`config.mk`:
```
export PLATFORM = sky130hd
export DESIGN_NAME = avanco_ctrl
export DESIGN_NICKNAME = d
export VERILOG_FILES = /design/src/rtl/avanco_pkg.sv /design/src/rtl/avanco_ctrl_sat_counter.sv /design/src/rtl/avanco_ctrl.sv
export SDC_FILE = /design/constraint.sdc
export NUM_CORES = 1
export LEC_CHECK = 0
export ABC_AREA = 1
export BUFFER_PORTS_ARGS = -buffer_cell sky130_fd_sc_hd__buf_2
export CAP_MARGIN = 30
export CELL_PAD_IN_SITES_DETAIL_PLACEMENT = 1
export CELL_PAD_IN_SITES_GLOBAL_PLACEMENT = 1
export CORE_MARGIN = 3
export CORE_UTILIZATION = 44
export CTS_BUF_LIST = sky130_fd_sc_hd__clkbuf_8
export CTS_CLUSTER_SIZE = 14
export DETAILED_ROUTE_END_ITERATION = 8
export GPL_ROUTABILITY_DRIVEN = 0
export HOLD_SLACK_MARGIN = 0.06
export PLACE_DENSITY_LB_ADDON = 0.1
export REMOVE_ABC_BUFFERS = 1
export SETUP_SLACK_MARGIN = 0.15
export SYNTH_ARGS = -nofsm -noshare
export SYNTH_HDL_FRONTEND = slang
export SYNTH_SLANG_ARGS = --single-unit
```
`constraint.sdc`:
```
create_clock -name clockc3 -period 4 [get_ports clockc3]
set_input_delay 0.2 -clock clockc3 [delete_from_list [all_inputs] [get_ports clockc3]]
set_output_delay 0.2 -clock clockc3 [all_outputs]
set_load 0.1 [all_outputs]
```
`src/rtl/avanco_pkg.sv`:
```
// avanco_pkg: shared definitions for the pipe-cleaner action sequencer.
//   - 3-bit action/heading codes driven on acao
//   - FSM state type
//   - orient_valida(): heading code validity check
package avanco_pkg;

    localparam logic [2:0] ACAO_PARADO = 3'b000;
    localparam logic [2:0] ACAO_N      = 3'b001;
    localparam logic [2:0] ACAO_O      = 3'b010;
    localparam logic [2:0] ACAO_L      = 3'b011;
    localparam logic [2:0] ACAO_S      = 3'b100;
    localparam logic [2:0] ACAO_LIMPAR = 3'b101;

    typedef enum logic [1:0] {
        PARADO = 2'd0,
        MOVER  = 2'd1,
        LIMPAR = 2'd2
    } state_t;

    // Only N, O, L, S are real headings; 000 and 101..111 are rejected.
    function automatic logic orient_valida(input logic [2:0] code);
        return (code >= ACAO_N) && (code <= ACAO_S);
    endfunction

endpackage

```
`src/rtl/avanco_ctrl_sat_counter.sv`:
```
// sat_counter: W-bit up counter that sticks at all-ones.
//   clk   : rising-edge clock
//   rst_n : async active-low reset, clears q
//   inc   : increment request (ignored once q is all-ones)
//   clear : synchronous clear, wins over inc
//   q     : count value
module sat_counter #(
    parameter int W = 8
) (
    input  logic         clk,
    input  logic         rst_n,
    input  logic         inc,
    input  logic         clear,
    output logic [W-1:0] q
);

    localparam logic [W-1:0] ONE = {{(W-1){1'b0}}, 1'b1};

    always_ff @(posedge clk or negedge rst_n) begin
        if (!rst_n) begin
            q <= '0;
        end else if (clear) begin
            q <= '0;
        end else if (inc && (q != '1)) begin
            q <= q + ONE;
        end
    end

endmodule

```
`src/rtl/avanco_ctrl.sv`:
```
// avanco_ctrl: motion/cleaning action sequencer for the pipe-cleaner robot.
//   clockc3    : rising-edge clock
//   reset      : async active-low reset
//   avancar    : advance request (highest priority)
//   remover    : remove/clean request; REMOVE_THRESH consecutive cycles start a burst
//   orientacao : heading code 001=N 010=O 011=L 100=S, others invalid
//   acao       : registered action (000 idle, heading code when moving, 101 cleaning)
//   ocupado    : high for the CLEAN_CYCLES cycles of a cleaning burst
//   passos     : saturating count of issued moves
//   limpezas   : saturating count of started bursts
//   erro       : one-cycle pulse for an advance request with an invalid heading
module avanco_ctrl
    import avanco_pkg::*;
#(
    parameter int REMOVE_THRESH = 3,
    parameter int CLEAN_CYCLES  = 4,
    parameter int STEP_W        = 8,
    parameter int CNT_W         = 4
) (
    input  logic              clockc3,
    input  logic              reset,
    input  logic              avancar,
    input  logic              remover,
    input  logic [2:0]        orientacao,
    output logic [2:0]        acao,
    output logic              ocupado,
    output logic [STEP_W-1:0] passos,
    output logic [CNT_W-1:0]  limpezas,
    output logic              erro
);

    localparam logic [3:0] REM_LAST   = 4'(REMOVE_THRESH - 1);
    localparam logic [7:0] BURST_LOAD = 8'(CLEAN_CYCLES - 1);

    state_t     state, state_nx;
    logic [3:0] rem_cnt, rem_nx;
    logic [7:0] burst_cnt, burst_nx;
    logic [2:0] acao_nx;
    logic       erro_nx;
    logic       step_inc;
    logic       clean_inc;
    logic       decide;

    // The burst counter holds the number of LIMPAR cycles still to come after
    // the current one, so a value of 0 marks the last burst cycle; that edge
    // takes a fresh decision and avoids an idle gap after the burst.
    assign decide = (state != LIMPAR) || (burst_cnt == 8'd0);

    always_comb begin
        state_nx  = state;
        rem_nx    = 4'd0;
        burst_nx  = 8'd0;
        acao_nx   = acao;
        erro_nx   = 1'b0;
        step_inc  = 1'b0;
        clean_inc = 1'b0;
        if (!decide) begin
            burst_nx = burst_cnt - 8'd1;
        end else if (avancar) begin
            if (orient_valida(orientacao)) begin
                state_nx = MOVER;
                acao_nx  = orientacao;
                step_inc = 1'b1;
            end else begin
                state_nx = PARADO;
                acao_nx  = ACAO_PARADO;
                erro_nx  = 1'b1;
            end
        end else if (remover) begin
            if (rem_cnt >= REM_LAST) begin
                state_nx  = LIMPAR;
                acao_nx   = ACAO_LIMPAR;
                burst_nx  = BURST_LOAD;
                clean_inc = 1'b1;
            end else begin
                state_nx = PARADO;
                acao_nx  = ACAO_PARADO;
                rem_nx   = rem_cnt + 4'd1;
            end
        end else begin
            state_nx = PARADO;
            acao_nx  = ACAO_PARADO;
        end
    end

    always_ff @(posedge clockc3 or negedge reset) begin
        if (!reset) begin
            state     <= PARADO;
            rem_cnt   <= 4'd0;
            burst_cnt <= 8'd0;
            acao      <= ACAO_PARADO;
            erro      <= 1'b0;
            ocupado   <= 1'b0;
        end else begin
            state     <= state_nx;
            rem_cnt   <= rem_nx;
            burst_cnt <= burst_nx;
            acao      <= acao_nx;
            erro      <= erro_nx;
            ocupado   <= (state_nx == LIMPAR);
        end
    end

    sat_counter #(.W(STEP_W)) u_passos (
        .clk   (clockc3),
        .rst_n (reset),
        .inc   (step_inc),
        .clear (1'b0),
        .q     (passos)
    );

    sat_counter #(.W(CNT_W)) u_limpezas (
        .clk   (clockc3),
        .rst_n (reset),
        .inc   (clean_inc),
        .clear (1'b0),
        .q     (limpezas)
    );

endmodule

```
==> results of run 1 <==
per-stage QoR:
stage | setup WS (ps) | hold WS [ps] | cells
after floorplan | 1902 | -95.59 | 195
after global placement | 2252 | 281.9 | 265
after detailed placement | 2116 | 288.0 | 265
after CTS | 2089 | 165.3 | 272
after global routing | 1955 | 197.3 | 272
final | 2123 | 176.0 | 272
timing repair:
| action | CTS | global route |
|---|---|---|
| gates resized for setup | 0 | 0 |
| hold buffers | 1 | 0 |
| hold endpoints to repair | 31 | 0 |
critical path, delay by kind of cell (launching register included):
kind / cells / cell delay, ps
AND/OR/NAND/NOR: 4 / 360
flip-flops: 1 / 370
adder cells (fa/ha/maj): 1 / 180
AO/OA/AOI/OAI: 1 / 420
buffers and inverters: 3 / 480
cells in the final DEF (no fill, tap or decap), drive strengths merged:
cell / count
a21oi: 4
and2: 1
buf: 24
clkbuf: 5
conb: 1
dfrtp: 31
dlygate4sd3: 1
ha: 6
inv: 23
nand2: 62
nand3: 12
nand3b: 2
nand4: 16
nor2: 21
nor3: 1
nor3b: 1
o21ai: 9
or2: 1
xor2: 5
how the worst max path moves through the flow:
| stage | depth (start not counted) | slack [ps] | end | start |
|---|---|---|---|---|
| after floorplan | 7 | 1900 | u_passos.q[6]$_DFFE_PN0P_ | u_passos.q[1]$_DFFE_PN0P_ |
| after global placement | 8 | 2250 | u_limpezas.q[3]$_DFFE_PN0P_ | burst_cnt[0]$_DFF_PN0_ |
| after detailed placement | 9 | 2120 | acao[2]$_DFFE_PN0N_ | burst_cnt[0]$_DFF_PN0_ |
| after CTS | 9 | 2090 | acao[2]$_DFFE_PN0N_ | burst_cnt[0]$_DFF_PN0_ |
| after global routing | 9 | 1960 | acao[2]$_DFFE_PN0N_ | burst_cnt[0]$_DFF_PN0_ |
| final | 9 | 2120 | acao[2]$_DFFE_PN0N_ | burst_cnt[0]$_DFF_PN0_ |
power breakdown:
group	switching (W)	total, W	internal (W)
clock network	0.000105	0.000218	0.000113
logic	0.000490	0.000612	0.000122
registers	0.0000685	0.000440	0.000372
layer usage:
layer	up-vias	share of wire
li1	694	-
met1	681	0.45
met2	18	0.50
met3	7	0.030
met4	0	0.016
met5	-	0
registers in the layout, indices dropped and copies added, names as in the netlist:
register,cells
rem_cnt,4
state,2
acao,3
u_passos.q,8
erro,1
burst_cnt,8
u_limpezas.q,4
ocupado,1
final cells by class:
type	count	area [µm²]
flip-flops and latches	31	775.7
fillers	453	1609
repair buffers	25	132.6
clock inverters	1	3.754
clock buffers	5	68.82
multi-input cells	142	764.5
well taps	46	57.56
inverters	22	82.58
cells by family after synthesis:
kind of cell / Yosys count / share of synthesized area
XOR/XNOR: 5 / 0.02612
other: 1 / 0.002237
AO/OA/AOI/OAI: 13 / 0.04776
adder cells (fa/ha/maj): 6 / 0.04477
AND/OR/NAND/NOR: 117 / 0.3351
buffers and inverters: 26 / 0.08134
flip-flops: 31 / 0.4627
==> impl_metrics.toml, run 1 <==
[hold_path]
hold_start = "orientacao[2]"
hold_path_depth = 3
hold_end = "acao[2]$_DFFE_PN0N_"
hold_class = "in2reg"

[die]
fp-row-count = 21
dieArea_mm2 = 0.004587
core_mm2 = 0.003495
dieWidth_um = 67.73
start_util = 0.4798
die_h_um = 67.73
io_pins = 24

[global_routing]
grt_usage = 0.1944
grt_pass1_vias = 1471
grt_use_met2 = 0.3281
grtUsageMet1 = 0.2383
grt_pass1_wl_um = 6624
grt.met3_usage = 0.03993
grt_overflow = 0
grt-busiest-layer = "met2"
antenna_found_initial = 0
grt_max_degree = 32

[yosys]
synthTopCellsByCount = "nand2_1 (61), dfrtp_1 (31), inv_1 (21)"
synthCells = 199
avgSynthCellArea_um2 = 8.425
yosysSeqAreaShare = 0.4627
yosys-top-cells-area = "dfrtp_1 (46%), nand2_1 (14%), nand4_1 (5.6%), inv_1 (4.7%), ha_1 (4.5%)"
synth_ff_type = "dfrtp_1"
synth_edf_count = 0
async_reset_ff_frac = 1.000
synth.largest_area_cell = "dfrtp_1"
synth_seq_cells = 31
synthDistinctLibCells = 29
ys_warn_count = 0
synthMostInstantiatedCell = "nand2_1"
synth_area_mm2 = 0.001677
synth_top_area_share = 0.4627

[detailed_routing]
drtIter0Drc = 55
wl_um = 3781
drc = 0
drt_first_pass_iters = 4
vias = 1400
antenna_left = 0
vias_per_cell = 5.147
routedWlPerCell_um = 13.90

[cts]
post_cts_buffers = 0
clk_latency_ps = 280
cts-root-buf = "clkbuf_8"
htree_levels = 2
cts_tree = "built"
cts_buffers = 5
cts_buffer_depth = 2
clk_pin_slew_ps = 60
cts_num_sinks = 31

[layout]
drive_above_1_share = 0.1903
diodes = 0
nNetsFinal = 240
area_delta_synth_final_pct = 12.46
fin_util = 0.5396
fin_area_mm2 = 0.001886

[setup_path]
r2r-end = "acao[2]$_DFFE_PN0N_"
reg2reg_from = "burst_cnt[0]$_DFF_PN0_"
reg2regPathDepth = 9
critPathKind = "reg2reg"
critPathCaptureType = "flip-flop"
cp.required_ps = 4220
cp-start-kind = "flip-flop"
path_max_fanout = 19
r2r_slack_ps = 2120
crit_chain = "inv_1 > ha_1 > nand2_1 > o21ai_2 > buf_4 > nand2_1 > nand2_1 > inv_1 > nand2_1"
cp_slowest_stage_delay_ps = 420
slowest_stage = "o21ai_2"
critical_path_arrival_ps = 2090
crit_top_cell = "nand2_1"

[sta]
finClkSkew_ps = 4.905
post-route-period-util = 0.4691
fin_setup_tns_ps = 0
rsz0062_at_grt = "false"
final_max_slew_viol_count = 0
layout_min_cycle_time_ps = 1877
hold_violations = 0
relSlewSlack = 0.4600
setup_viol_count_final = 0
worst-slew-pin-transition_ps = 807.1
max_freq_mhz = 532.9

[pwr]
power_density_mw_per_mm2 = 673.8
p_leak_nw = 1.043
finalPower_w = 0.001271
ir_drop_v = 0.0004950

[place]
io_buffer_count = 23
dpl.hpwl_um = 2853
placed_area_mm2 = 0.001803

[status]
outcome = "finished clean"

[flow_run]
maxCapViolCount = 0
Note: power is estimated with default switching activity, not from simulation.
==> run 2, diff against run 1 <==
CORE_UTILIZATION = 40   (was 44)
clock period = 1.7 ns   (was 4 ns; I/O delays follow)
==> impl_metrics.toml, run 2 (synthesis results as in run 1) <==
[pwr]
p_int_w = 0.001582
pwr-share-clk = 0.174
seq_power_share = 0.317
share_comb_of_total_power = 0.510
switching_power_w = 0.001723
p_leak_nw = 1.147
power_density_mw_per_mm2 = 1554
switching_share = 0.5212
ir_drop_v = 0.001193

[sta]
relSlewSlack = 0.5206
rsz0062_at_grt = "true"
max_freq_mhz = 654.5
hold_violations = 0
fin_hold_ws_ps = 85.02
worst-slew-pin-transition_ps = 719.2
final_max_slew_viol_count = 0
layout_min_cycle_time_ps = 1528
post-route-period-util = 0.8988
fin_ws_ps = 172.0
finClkSkew_ps = 8.914
setup_viol_count_final = 0

[setup_path]
reg2reg_from = "burst_cnt[0]$_DFF_PN0_"
cp-start-kind = "flip-flop"
crit_chain = "inv_2 > ha_4 > nand2_4 > o21ai_4 > buf_12 > nand3_4 > nand2_2 > nand2_2"
critPathKind = "reg2reg"
cp_slowest_stage_delay_ps = 400
critical_path_arrival_ps = 1690
cp.required_ps = 1860
r2r_slack_ps = 170
cp-startpoint = "burst_cnt[0]$_DFF_PN0_"
slowest_stage = "dfrtp_1"
crit_top_cell = "nand2_2"
critPathCaptureType = "flip-flop"
path_max_fanout = 8
path_delay_family = "flip-flops"
crit_buf_inv = 2

[detailed_routing]
routedWlPerCell_um = 16.22
wl_um = 4703
top_layer = "met4"
drt_first_pass_iters = 4
antenna_left = 0
vias = 1538
wl_met2_um = 2540
drtIter0Drc = 67
met3_wirelength_um = 104
wl_met1_um = 2023
drc = 0
vias_per_cell = 5.303

[global_routing]
grt_usage = 0.1848
antenna_found_initial = 0
grt_pass1_wl_um = 7493
grt_max_degree = 32
grt_overflow = 0
grt_pass1_vias = 1541

[die]
dieWidth_um = 70.74
dieArea_mm2 = 0.005004
core_mm2 = 0.003854
start_util = 0.4351
fp-row-count = 22
io_pins = 24
die_h_um = 70.74

[layout]
reg_top3 = "burst_cnt x8, u_passos.q x8"
instances_no_fill = 290
area_delta_synth_final_pct = 26.87
diodes = 0
final_common_cell = "nand2_1"
drive_above_1_share = 0.2851
final_cell_mix = "nand2_1 (58), dfrtp_1 (31), buf_2 (23)"
fin_area_mm2 = 0.002127
nNetsFinal = 254

[place]
io_buffer_count = 23
pre_cts_slack_ps = 118.0
placed_cells = 268
dpl.hpwl_um = 2939
placed_area_mm2 = 0.001826

[cts]
clk_latency_ps = 280
htree_levels = 2
cts_tree = "built"
cts_buffers = 5
cts_buffer_depth = 2
cts_num_sinks = 31
cts-root-buf = "clkbuf_8"
clk_pin_slew_ps = 70

[flow_run]
maxCapViolCount = 0

[hold_path]
hold_class = "in2reg"
hold_start = "orientacao[1]"

[status]
outcome = "finished clean"
## run 2: cell types whose count changed in the layout (fill, tap and decap cells not counted), moves of 2 or more
cell,change
inv_2,+2
inv_1,-3
nand2_2,+2
ha_1,-2
nor2_1,-3
buf_4,+9
ha_4,+2
nor2_2,+2
clkinv_2,+3
nand2_1,-3
## run 2: power groups by stage
stage	logic (W)	registers, W	clock network [W]
finish	0.00168	0.00105	0.000574
global route	0.00179	0.00107	0.000631
CTS	0.00155	0.00103	0.000587
detailed placement	0.00147	0.00105	0
global placement	0.00143	0.00104	0
floorplan	0.000452	0.00175	0
## run 2: per-layer routing
layer / vias to the layer above / global-route usage
met5: - / 0
met4: 0 / 0.04593
met3: 6 / 0.03693
met2: 17 / 0.3182
met1: 788 / 0.2378
li1: 727 / -
## run 2: area by class of cell
cell class,instances,area [µm²]
Clock buffer,5,68.82
Clock inverter,3,15.01
Fill cell,483,1727
Inverter,22,82.58
Multi-Input combinational cell,143,842.1
Sequential cell,31,775.7
Tap cell,48,60.06
Timing Repair Buffer,38,282.8
## run 2: worst register-to-register path, cell delays in order (launching register included)
cell,delay (ps)
dfrtp_1,400
inv_2,90
ha_4,150
nand2_4,60
o21ai_4,250
buf_12,160
nand3_4,130
nand2_2,120
nand2_2,60
## run 2: what timing repair did
action,in CTS,in global routing
hold endpoints to repair,32,0
pin swaps,3,5
resized for setup,3,14
endpoints found under the setup margin,8,20
setup buffers,2,7
hold buffers,2,0
cloned,2,1
## run 2: final timing paths
kind,to,cells past startpoint
setup / recovery,u_passos.q[0]$_DFFE_PN0P_,8
hold / removal,acao[1]$_DFFE_PN0N_,3
setup reg to reg,u_passos.q[0]$_DFFE_PN0P_,8
hold reg to reg,rem_cnt[0]$_DFF_PN0_,1
max in group asynchronous,u_passos.q[3]$_DFFE_PN0P_,2
min in group asynchronous,acao[2]$_DFFE_PN0N_,2
## run 2: through the flow
step,power [W],util,TNS (ps)
after CTS,0.003169,0.5201,0
after global placement,0.002462,0.4737,0
after global routing,0.003492,0.5519,0
after detailed placement,0.002523,0.4737,0
final,0.003305,0.5519,0
after floorplan,0.002203,-,-3636
